### src/rtl/i2c_pkg.sv
// rtl/i2c_pkg.sv - shared state encoding and default device address for the I2C register bridge
package i2c_pkg;

  localparam logic [6:0] DEFAULT_I2C_ADDRESS = 7'h42;

  typedef enum logic [2:0] {
    IDLE     = 3'd0,
    PTR      = 3'd1,
    WDATA    = 3'd2,
    WR_BUS   = 3'd3,
    RD_BUS   = 3'd4,
    RD_READY = 3'd5
  } state_t;

endpackage

### src/rtl/i2c_bus_timeout.sv
// rtl/i2c_bus_timeout.sv - cycle counter that flags when a register access has waited LIMIT cycles
module i2c_bus_timeout #(
  parameter int LIMIT = 255
) (
  input  logic clk,
  input  logic rst,
  input  logic load,
  input  logic enable,
  output logic expired
);

  localparam int CW = (LIMIT < 2) ? 1 : $clog2(LIMIT);

  logic [CW-1:0] count;

  // expired fires during the LIMIT-th enabled cycle, so the request is held exactly LIMIT cycles
  assign expired = enable && (count == CW'(LIMIT - 1));

  always_ff @(posedge clk) begin
    if (rst || load) begin
      count <= '0;
    end else if (enable && !expired) begin
      count <= count + 1'b1;
    end
  end

endmodule

### src/rtl/i2c_reg_bridge.sv
// rtl/i2c_reg_bridge.sv - I2C slave byte stream to register bus bridge with auto-incrementing pointer
module i2c_reg_bridge
  import i2c_pkg::*;
#(
  parameter logic [6:0] I2C_ADDRESS = DEFAULT_I2C_ADDRESS,
  parameter int         REG_ADDR_W  = 4,
  parameter int         ACK_TIMEOUT = 255
) (
  input  logic                  clk,
  input  logic                  rst,
  input  logic [7:0]            i2c_addr_rw,
  input  logic                  i2c_addr_rw_valid_stb,
  input  logic [7:0]            i2c_data_rx,
  input  logic                  i2c_data_rx_valid_stb,
  input  logic                  i2c_data_tx_done_stb,
  input  logic                  i2c_error_stb,
  output logic [7:0]            i2c_data_tx,
  output logic                  stall,
  output logic [REG_ADDR_W-1:0] reg_addr,
  output logic [7:0]            reg_wdata,
  output logic                  reg_we,
  output logic                  reg_re,
  input  logic [7:0]            reg_rdata,
  input  logic                  reg_ack,
  output logic                  timeout_err
);

  state_t                state, state_next;
  logic [REG_ADDR_W-1:0] ptr;
  logic                  addr_hit, busy, expired, tmo_load;
  logic                  ptr_load, ptr_inc, wr_launch, rd_launch;
  logic                  tx_from_bus, tx_timeout, set_timeout;

  assign addr_hit = i2c_addr_rw_valid_stb && (i2c_addr_rw[7:1] == I2C_ADDRESS);
  assign busy     = (state == WR_BUS) || (state == RD_BUS);
  assign reg_we   = (state == WR_BUS);
  assign reg_re   = (state == RD_BUS);
  assign tmo_load = !busy;
  // launching an access stretches the clock in the strobe cycle itself
  assign stall    = busy || ((wr_launch || rd_launch) && !rst);

  i2c_bus_timeout #(.LIMIT(ACK_TIMEOUT)) u_timeout (
    .clk     (clk),
    .rst     (rst),
    .load    (tmo_load),
    .enable  (busy),
    .expired (expired)
  );

  always_comb begin
    state_next  = state;
    ptr_load    = 1'b0;
    ptr_inc     = 1'b0;
    wr_launch   = 1'b0;
    rd_launch   = 1'b0;
    tx_from_bus = 1'b0;
    tx_timeout  = 1'b0;
    set_timeout = 1'b0;
    case (state)
      IDLE, PTR, WDATA, RD_READY: begin
        if (i2c_addr_rw_valid_stb) begin
          if (!addr_hit) begin
            state_next = IDLE;
          end else if (i2c_addr_rw[0]) begin
            rd_launch  = 1'b1;
            state_next = RD_BUS;
          end else begin
            state_next = PTR;
          end
        end else if (state == PTR && i2c_data_rx_valid_stb) begin
          ptr_load   = 1'b1;
          state_next = WDATA;
        end else if (state == WDATA && i2c_data_rx_valid_stb) begin
          wr_launch  = 1'b1;
          state_next = WR_BUS;
        end else if (state == RD_READY && i2c_data_tx_done_stb) begin
          rd_launch  = 1'b1;
          state_next = RD_BUS;
        end
      end
      WR_BUS: begin
        if (reg_ack) begin
          ptr_inc    = 1'b1;
          state_next = WDATA;
        end else if (expired) begin
          set_timeout = 1'b1;
          state_next  = WDATA;
        end
      end
      RD_BUS: begin
        if (reg_ack) begin
          ptr_inc     = 1'b1;
          tx_from_bus = 1'b1;
          state_next  = RD_READY;
        end else if (expired) begin
          set_timeout = 1'b1;
          tx_timeout  = 1'b1;
          state_next  = RD_READY;
        end
      end
      default: state_next = IDLE;
    endcase
    // a bus error abandons everything, including an ack arriving in the same cycle
    if (i2c_error_stb) begin
      state_next  = IDLE;
      ptr_load    = 1'b0;
      ptr_inc     = 1'b0;
      wr_launch   = 1'b0;
      rd_launch   = 1'b0;
      tx_from_bus = 1'b0;
      tx_timeout  = 1'b0;
      set_timeout = 1'b0;
    end
  end

  always_ff @(posedge clk) begin
    if (rst) begin
      state       <= IDLE;
      ptr         <= '0;
      reg_addr    <= '0;
      reg_wdata   <= 8'h00;
      i2c_data_tx <= 8'h00;
      timeout_err <= 1'b0;
    end else begin
      state <= state_next;
      if (ptr_load) begin
        ptr <= i2c_data_rx[REG_ADDR_W-1:0];
      end else if (ptr_inc) begin
        ptr <= ptr + 1'b1;
      end
      if (wr_launch) begin
        reg_wdata <= i2c_data_rx;
      end
      if (wr_launch || rd_launch) begin
        reg_addr <= ptr;
      end
      if (tx_from_bus) begin
        i2c_data_tx <= reg_rdata;
      end else if (tx_timeout) begin
        i2c_data_tx <= 8'hFF;
      end
      if (set_timeout) begin
        timeout_err <= 1'b1;
      end
    end
  end

endmodule

### config.mk
export PLATFORM = sky130hd
export DESIGN_NAME = i2c_reg_bridge
export DESIGN_NICKNAME = d
export VERILOG_FILES = /design/src/rtl/i2c_pkg.sv /design/src/rtl/i2c_bus_timeout.sv /design/src/rtl/i2c_reg_bridge.sv
export SDC_FILE = /design/constraint.sdc
export NUM_CORES = 1
export LEC_CHECK = 0
export CAP_MARGIN = 20
export CORE_ASPECT_RATIO = 1.2
export CORE_UTILIZATION = 30
export CTS_CLUSTER_DIAMETER = 40
export DETAILED_ROUTE_END_ITERATION = 16
export REMOVE_ABC_BUFFERS = 1
export SYNTH_ARGS = -nofsm -noshare
export SYNTH_HDL_FRONTEND = slang
export SYNTH_SLANG_ARGS = --single-unit
export TNS_END_PERCENT = 50
### constraint.sdc
create_clock -name clk -period 5.58 [get_ports clk]
set_input_delay 1.116 -clock clk [delete_from_list [all_inputs] [get_ports clk]]
set_output_delay 1.116 -clock clk [all_outputs]
set_load 0.02 [all_outputs]
---- Yosys cells after proc, flatten, opt, wreduce, memory -nomap -nowiden ----
Index checks and enable logic that the tools add are counted.
storage, ports and cells
  register bits ........................... 36
  bits of input ports ..................... 31
  output and inout bits ................... 24
operators by class
  $add $sub $neg .......................... 2
  eq/ne operators ......................... 10
  mux-type cells .......................... 43
  reduce and logical (&&, ||, !) cells .... 21
operators with widths
  cell                                                  count
  two-way mux 3 bit                                     10
  two-way mux 1 bit                                     28
  two-way mux 8 bit                                     2
  one-hot mux 3 bit (3 select lines)                    1
  adder 8 x 1 -> 8 bit (second input constant)          1
  equality test 8 bit (second input constant)           1
  two-way mux 4 bit                                     2
  equality test 7 bit (second input constant)           1
  logical AND 1 bit                                     7
  equality test 3 x 2 -> 1 bit (second input constant)  2
  equality test 3 bit (second input constant)           2
  != test 3 x 1 -> 1 bit (second input constant)        2
  != test 5 bit (second input constant)                 1
  adder 4 x 1 -> 4 bit (second input constant)          1
  logical OR 1 bit                                      4
  nonzero test 2 bit                                    2
  OR reduction 2 bit                                    2
  OR reduction 4 bit                                    1
  equality test 3 x 1 -> 1 bit (second input constant)  1
  zero test 1 bit                                       3
  zero test 3 bit                                       1
  AND reduction 3 bit                                   1

---- Depth between registers and ports, before layout ----
Gate-level depths: netlist of the first run.
  word-level depth ........................ 11
  mapped depth ............................ 7
  gate-level depth less buffers ........... 7

---- Cells and area by module ----
Synthesis of the first run repeated with hierarchy kept, for this count alone.
unflattened totals
  cell total of the unflattened synthesis .. 205
  area, all modules ....................... 1864.3 µm²
by module, submodules not included
  module           times used  cells each  area an instance (µm²)
  i2c_reg_bridge   1           154         1408.9
  i2c_bus_timeout  1           51          455.4

---- Worst setup path after synthesis of the first run ----
No wires, ideal clock.
  path kind ............................... input-to-output
  start point ............................. in i2c_addr_rw[3]
  end point ............................... out stall
  arrival ................................. 2594 ps
  slack ................................... 1870 ps
  cell stages on the path ................. 5
  path buffers ............................ 0
  path through ............................ nor4b_1 a31oi_1 o31ai_4 inv_1 o21ai_0
between the ends
  cells in the longest elaborated chain, start to end .. 9
ends and longest elaborated chain
  element              line                   source
  start: declaration   i2c_reg_bridge.sv:11   input logic [7:0] i2c_addr_rw,
  equality test 7 bit  i2c_reg_bridge.sv:34   assign addr_hit = i2c_addr_rw_valid_stb && (i2c_addr_rw[7:1] == I2C_ADDRESS);
  logical AND 1 bit    i2c_reg_bridge.sv:34
  two-way mux 1 bit    i2c_reg_bridge.sv:62   if (!addr_hit) begin
  two-way mux 1 bit    i2c_reg_bridge.sv:61   if (i2c_addr_rw_valid_stb) begin
  two-way mux 1 bit    i2c_reg_bridge.sv:59   case (state)
  two-way mux 1 bit    i2c_reg_bridge.sv:104  if (i2c_error_stb) begin
  logical OR 1 bit     i2c_reg_bridge.sv:40   assign stall = busy || ((wr_launch || rd_launch) && !rst);
  logical AND 1 bit    i2c_reg_bridge.sv:40
  logical OR 1 bit     i2c_reg_bridge.sv:40
  end: declaration     i2c_reg_bridge.sv:18   output logic stall,
No other way between the ends.

---- Worst setup path in the final report of the first run ----
Same ends and word-level chain as after synthesis.

==> results.md, run 1 <==
- # port buffers: 54
- Synth unique cells: 51
- Nets: 281
- Layout area overhead: 39.6%
- Die Width: 71.9 um
- Synth top area share: 41.0%
- Routed WL: 3.75 mm
- First-pass GRT wire length: 6.47 mm
- WP data required: 4.46 ns
- Avg WL per Cell: 11.5 um
- CTS H-tree depth: 2
- Worst-path clk slew: 0.06 ns
- Syn_area_per_cell: 9.11 sq um
- Antenna violations before repair: 0
- Crit end category: primary output
- Routability congestion estimate: 0.768
- Fmax: 0.217 GHz
- Total core area: 0.00567 sq mm
- # clock sinks: 36
- Max cap viols: 0
- PD cells: 206 mW/mm^2
- Final hold vios: 0
- Post_cts resized: 0
- Die ar.: 0.00617 sq mm
- Worst flop-to-flop path startpoint: state[0]
- Final global-route overflow total: 0
- Starting density of the core: 31.0%
- Share of layout cells above drive strength 1: 8.50%
- Relative slew slack: 68.4%
- Vias/cell: 4.60
- Cell taking the most area after synthesis: dfxtp_1
- Largest net degree at the start of global routing: 30
- Max FO, Critical Path: 5
- Synth Register Bits: 36
- DR DRC count: 0
- Hold Path Origin: timeout_err
- Sum Neg Setup Slack: 0 ns
- Die Y: 85.9 um
- Core Rows: 30
- CTS Buffer Depth: 2
- Arr. time, crit path: 3.49 ns
- Synth top area cells: dfxtp_1, nor2_1, mux2i_1
- Crit share post-route: 82.6%
- Post-Synthesis Cells: 193
- Boundary pin count: 55
- Post-CTS setup buffer count: 0
- Clk_skew: 0.00455 ns
- TritonRoute pass-1 iters: 4
- Crit path kind: in -> out
- Final Setup Violations: 0
- Flop2flop setup slack: 3.59 ns
- Global Route Usage Sum: 13.3%
- Starting DRT DRC Count: 28
- DRT antenna net count: 0
- Post-CTS Hold Buffers: 0
- Mapped Area: 0.00176 sq mm
- Ant diodes: 0
- Slew at the pin with the worst max-slew slack: 0.473 ns
- Vias post-DR: 1503
- Number of CTS-inserted buffers: 5
- Most common cell after layout, fill and taps aside: clkdlybuf4s50_1
- Most frequent cells in the layout: clkdlybuf4s50_1, nor2_1, dfxtp_1, mux2i_1, nor3_1
- Dpl hpwl: 2.76 mm
- Final Power: 0.505 mW
- Hold crit path type: reg -> reg
- Root buffer cell: clkbuf_8
- Worst Hold End: timeout_err
- Worst r2r dst: ptr[3]
- Worst hold stages: 2
- Clk_lat worst skew: 0.27 ns
- Vias in the first global route: 1439
- FF-to-FF path depth: 5
- Worst VDD drop: 0.000108 V
- Seq/Total Area, Yosys: 41.0%
- Setup crit start kind: input pin
- Fin. max-slew vios: 0
- Status: completed
- CTS tree: done
- Final min period: 4.61 ns
- RSZ-0062 raised after global routing: no
- Synth Warn #: 0
- Leak pwr: 0.893 nW
==> state kept, by name, indices dropped and copies added, names as in the netlist <==
register,cells
timeout_err,1
i2c_data_tx,8
reg_wdata,8
reg_addr,4
state,3
u_timeout.count,8
ptr,4
==> worst max-delay path, cell delays in order <==
cell and delay [ns]:
clkdlybuf4s50_1 0.40, nor4b_1 0.37, a31oi_1 0.24, o31ai_4 0.42, inv_1 0.07, o21ai_0 0.22, clkdlybuf4s50_1 0.65
==> synth_stat cells (all sizes together) <==
| library cell | number |
|---|---|
| nor3b | 3 |
| nand4b | 1 |
| or3 | 3 |
| a2bb2oi | 1 |
| o21a | 1 |
| nor4b | 2 |
| o31a | 1 |
| o31ai | 1 |
| o221ai | 1 |
| ha | 3 |
| nand3b | 1 |
| a31oi | 1 |
| nor4 | 1 |
| a32o | 1 |
| and2 | 1 |
| nand3 | 5 |
| nand2b | 1 |
| or2 | 1 |
| nand2 | 7 |
| a22oi | 1 |
| clkbuf | 4 |
| a222oi | 1 |
| nor2 | 47 |
| o21ai | 7 |
| a2111oi | 2 |
| and3b | 2 |
| mux2 | 1 |
| and3 | 1 |
| or4bb | 1 |
| a21oi | 8 |
| xnor2 | 3 |
| mux2i | 13 |
| inv | 4 |
| o32a | 1 |
| buf | 5 |
| o211a | 1 |
| maj3 | 1 |
| xor2 | 2 |
| nor3 | 12 |
| o22ai | 1 |
| nand4 | 1 |
| a211oi | 2 |
| dfxtp | 36 |
==> power by group <==
part	leakage [nW]	switching (mW)	internal, mW
Combinational	0.553	0.0213	0.0300
Clock	0.0503	0.0831	0.110
Sequential	0.290	0.00207	0.259
Total	0.893	0.106	0.399
==> layout make-up <==
cell class                 instances  area [sq um]
fill                             561          3210
multi-input combinational        144           967
sequential                        36           721
timing repair buffer              56           556
tap                               80           100
clock buffer                       7          96.3
inverter                           4          15.0
==> layer usage <==
layer | vias to the layer above | global-route usage, % | wire length (um)
met5 | - | 0 | 0
met4 | 0 | 4.28 | 31
met3 | 2 | 3.41 | 156
met2 | 31 | 23.0 | 1830
met1 | 681 | 16.0 | 1730
li1 | 789 | - | -
==> how the worst max path moves through the flow <==
stage	from	endpoint	slack, ns	cells past startpoint
after detailed placement	i2c_addr_rw[3]	stall	0.97	7
after CTS	i2c_addr_rw[3]	stall	0.97	7
after global routing	i2c_addr_rw[3]	stall	0.66	7
final	i2c_addr_rw[3]	stall	0.97	7
after global placement	i2c_addr_rw[3]	stall	0.94	7
after floorplan	i2c_addr_rw_valid_stb	stall	1.77	5
==> through the flow <==
step | setup slack, ns | cells | utilization, % | hold slack, ns | cell area [sq um]
detailed placement | 0.970 | 320 | 41.6 | 0.469 | 2360
finish | 0.973 | 327 | 43.3 | 0.475 | 2450
floorplan | 1.77 | 184 | - | 0.460 | 1700
global placement | 0.941 | 320 | 41.6 | 0.474 | 2360
CTS | 0.969 | 327 | 43.3 | 0.484 | 2450
global route | 0.662 | 327 | 43.3 | 0.519 | 2450
==> kinds of logic after synthesis <==
| logic type | Yosys count | share of synthesized area [%] |
|---|---|---|
| compound gates | 31 | 15.4 |
| xor+xnor | 5 | 2.49 |
| fa+ha+maj | 4 | 2.70 |
| buf+inv | 13 | 3.99 |
| flops | 36 | 41.0 |
| mux | 14 | 8.26 |
| simple gates | 90 | 26.1 |
No activity file was read; power rests on OpenSTA's default activity.
==> run 2, diff against run 1 <==
clock period = 4.03 ns   (was 5.58 ns; I/O delays follow)
==> run 2 against run 1 <==
Clock skew increased by 0.0023 ns. Clock-buffer cell count fell by 1. Worst setup slack lost 0.68 ns. Power rose by 48%. Critical path type unchanged. Global-route usage is 0.21 points lower. Via count increased by 2.0%. Largest cell class unchanged.
==> results.md, run 2 (synthesis gave the netlist of run 1 again) <==
- Die ar.: 0.00617 sq mm
- Total core area: 0.00567 sq mm
- Final instance area: 0.00249 sq mm
- Clk_lat worst skew: 0.28 ns
- WP data required: 3.22 ns
- RSZ-0062 raised after global routing: no
- Ant diodes: 0
- Antenna violations before repair: 0
- Core Rows: 30
- Final std cells w/o fill: 331
- Filler cells: 563
- CTS H-tree depth: 2
- Combinational Power Share: 10.1%
- # clock sinks: 36
- Post-CTS Hold Buffers: 0
- Placed Area: 0.00238 sq mm
- Vias/cell: 4.63
- Share of layout cells above drive strength 1: 9.96%
- Switching Share: 21.5%
- Leak pwr: 0.915 nW
- Worst-path clk slew: 0.07 ns
- Final hold vios: 0
- Clk_skew: 0.00688 ns
- Hold crit path type: reg -> reg
- Die Y: 85.9 um
- Sw power: 0.160 mW
- Max FO, Critical Path: 3
- Most common cell after layout, fill and taps aside: clkdlybuf4s50_1
- Boundary pin count: 55
- Final min period: 3.74 ns
- Worst VDD drop: 0.000180 V
- Fin. max-slew vios: 0
- PD cells: 299 mW/mm^2
- Vias in the first global route: 1390
- DR DRC count: 0
- Largest registers: i2c_data_tx: 8 flops, reg_wdata: 8 flops, u_timeout.count: 8 flops
- # port buffers: 54
- Global Route Usage Sum: 13.1%
- Crit path kind: in -> out
- Root buffer cell: clkbuf_8
- Crit end category: primary output
- CTS tree: done
- Final global-route overflow total: 0
- Relative slew slack: 67.8%
- Arr. time, crit path: 2.93 ns
- Max cap viols: 0
- Number of CTS-inserted buffers: 5
- Most frequent cells in the layout: clkdlybuf4s50_1, nor2_1, dfxtp_1, mux2i_1, nor3_1
- Hold WS: 0.493 ns
- DRT antenna net count: 0
- First-pass GRT wire length: 6.38 mm
- TritonRoute pass-1 iters: 4
- Die Width: 71.9 um
- Dpl hpwl: 2.87 mm
- Slew at the pin with the worst max-slew slack: 0.482 ns
- Sum Neg Setup Slack: 0 ns
- Starting DRT DRC Count: 73
- Fmax: 0.267 GHz
- Placed cells: 323
- Routed WL: 3.93 mm
- Layout area overhead: 41.9%
- Avg WL per Cell: 11.9 um
- Final Setup Violations: 0
- Final Power: 0.745 mW
- Vias post-DR: 1533
- Status: completed
- Largest net degree at the start of global routing: 29
- Setup crit start kind: input pin
- Routability congestion estimate: 0.735
- CTS Buffer Depth: 2
- Starting density of the core: 31.0%
- Clock share of power: 41.5%
- Crit share post-route: 92.8%
- Area taken by multi-input logic gates: 973 sq um
- Nets: 284
- Register area: 721 sq um
- Reg power frac: 48.4%
- Internal: 0.585 mW
## run 2: cell count changes in the layout (fill, tap and decap cells not counted), sizes merged
| cell | previous run | this run |
|---|---|---|
| bufinv | 0 | 1 |
| clkbuf | 7 | 6 |
| buf | 2 | 5 |
| clkinv | 0 | 1 |
## run 2: what timing repair did
item,4_1_cts,5_1_grt
endpoints found under the setup margin,0,1
gates resized for setup,0,1
buffers inserted,0,0
## run 2: power groups by stage
| stage | logic [mW] | clock network, mW | registers, mW |
|---|---|---|---|
| CTS | 0.0752 | 0.319 | 0.361 |
| global route | 0.0806 | 0.336 | 0.361 |
| floorplan | 0.0242 | 0 | 0.370 |
| finish | 0.0749 | 0.309 | 0.361 |
| global placement | 0.0743 | 0 | 0.369 |
| detailed placement | 0.0749 | 0 | 0.369 |
## run 2: per-stage QoR
| step | util (%) | setup slack [ns] |
|---|---|---|
| floorplan | - | 0.842 |
| global placement | 42.0 | 0.187 |
| detailed placement | 42.0 | 0.189 |
| CTS | 43.9 | 0.187 |
| global route | 44.0 | 0.0746 |
| finish | 44.0 | 0.289 |
## run 2: area by class of cell
| type | count | area share, % |
|---|---|---|
| Tap cell | 80 | 4.01 |
| Clock inverter | 2 | 1.40 |
| Timing Repair Buffer | 59 | 23.2 |
| Inverter | 4 | 0.602 |
| Multi-Input combinational cell | 144 | 39.0 |
| Clock buffer | 6 | 2.91 |
| Sequential cell | 36 | 28.9 |
## run 2: final timing paths
path,from,endpoint,slack (ns),depth (start not counted)
max,i2c_addr_rw[3],stall,0.29,7
min,i2c_data_tx[6],i2c_data_tx[6],0.49,2
min reg2reg,i2c_data_tx[6],i2c_data_tx[6],0.49,2
max reg2reg,state[0],ptr[3],2.05,5
## run 2: routing by layer
metal | share of wire, % | wire length, um | track usage (%) | vias up
li1 | - | - | - | 794
met3 | 3.1 | 120 | 2.82 | 5
met5 | 0 | 0 | 0 | -
met4 | 0.97 | 38 | 4.28 | 0
met2 | 49 | 1910 | 22.0 | 31
met1 | 47 | 1860 | 16.6 | 703
## run 2: critical path, cell delays in order
cell             delay [ns]
clkdlybuf4s50_1        0.41
nor4b_2                0.31
a31oi_1                0.23
o31ai_4                0.27
inv_1                  0.06
o21ai_0                0.20
clkdlybuf4s50_1        0.64
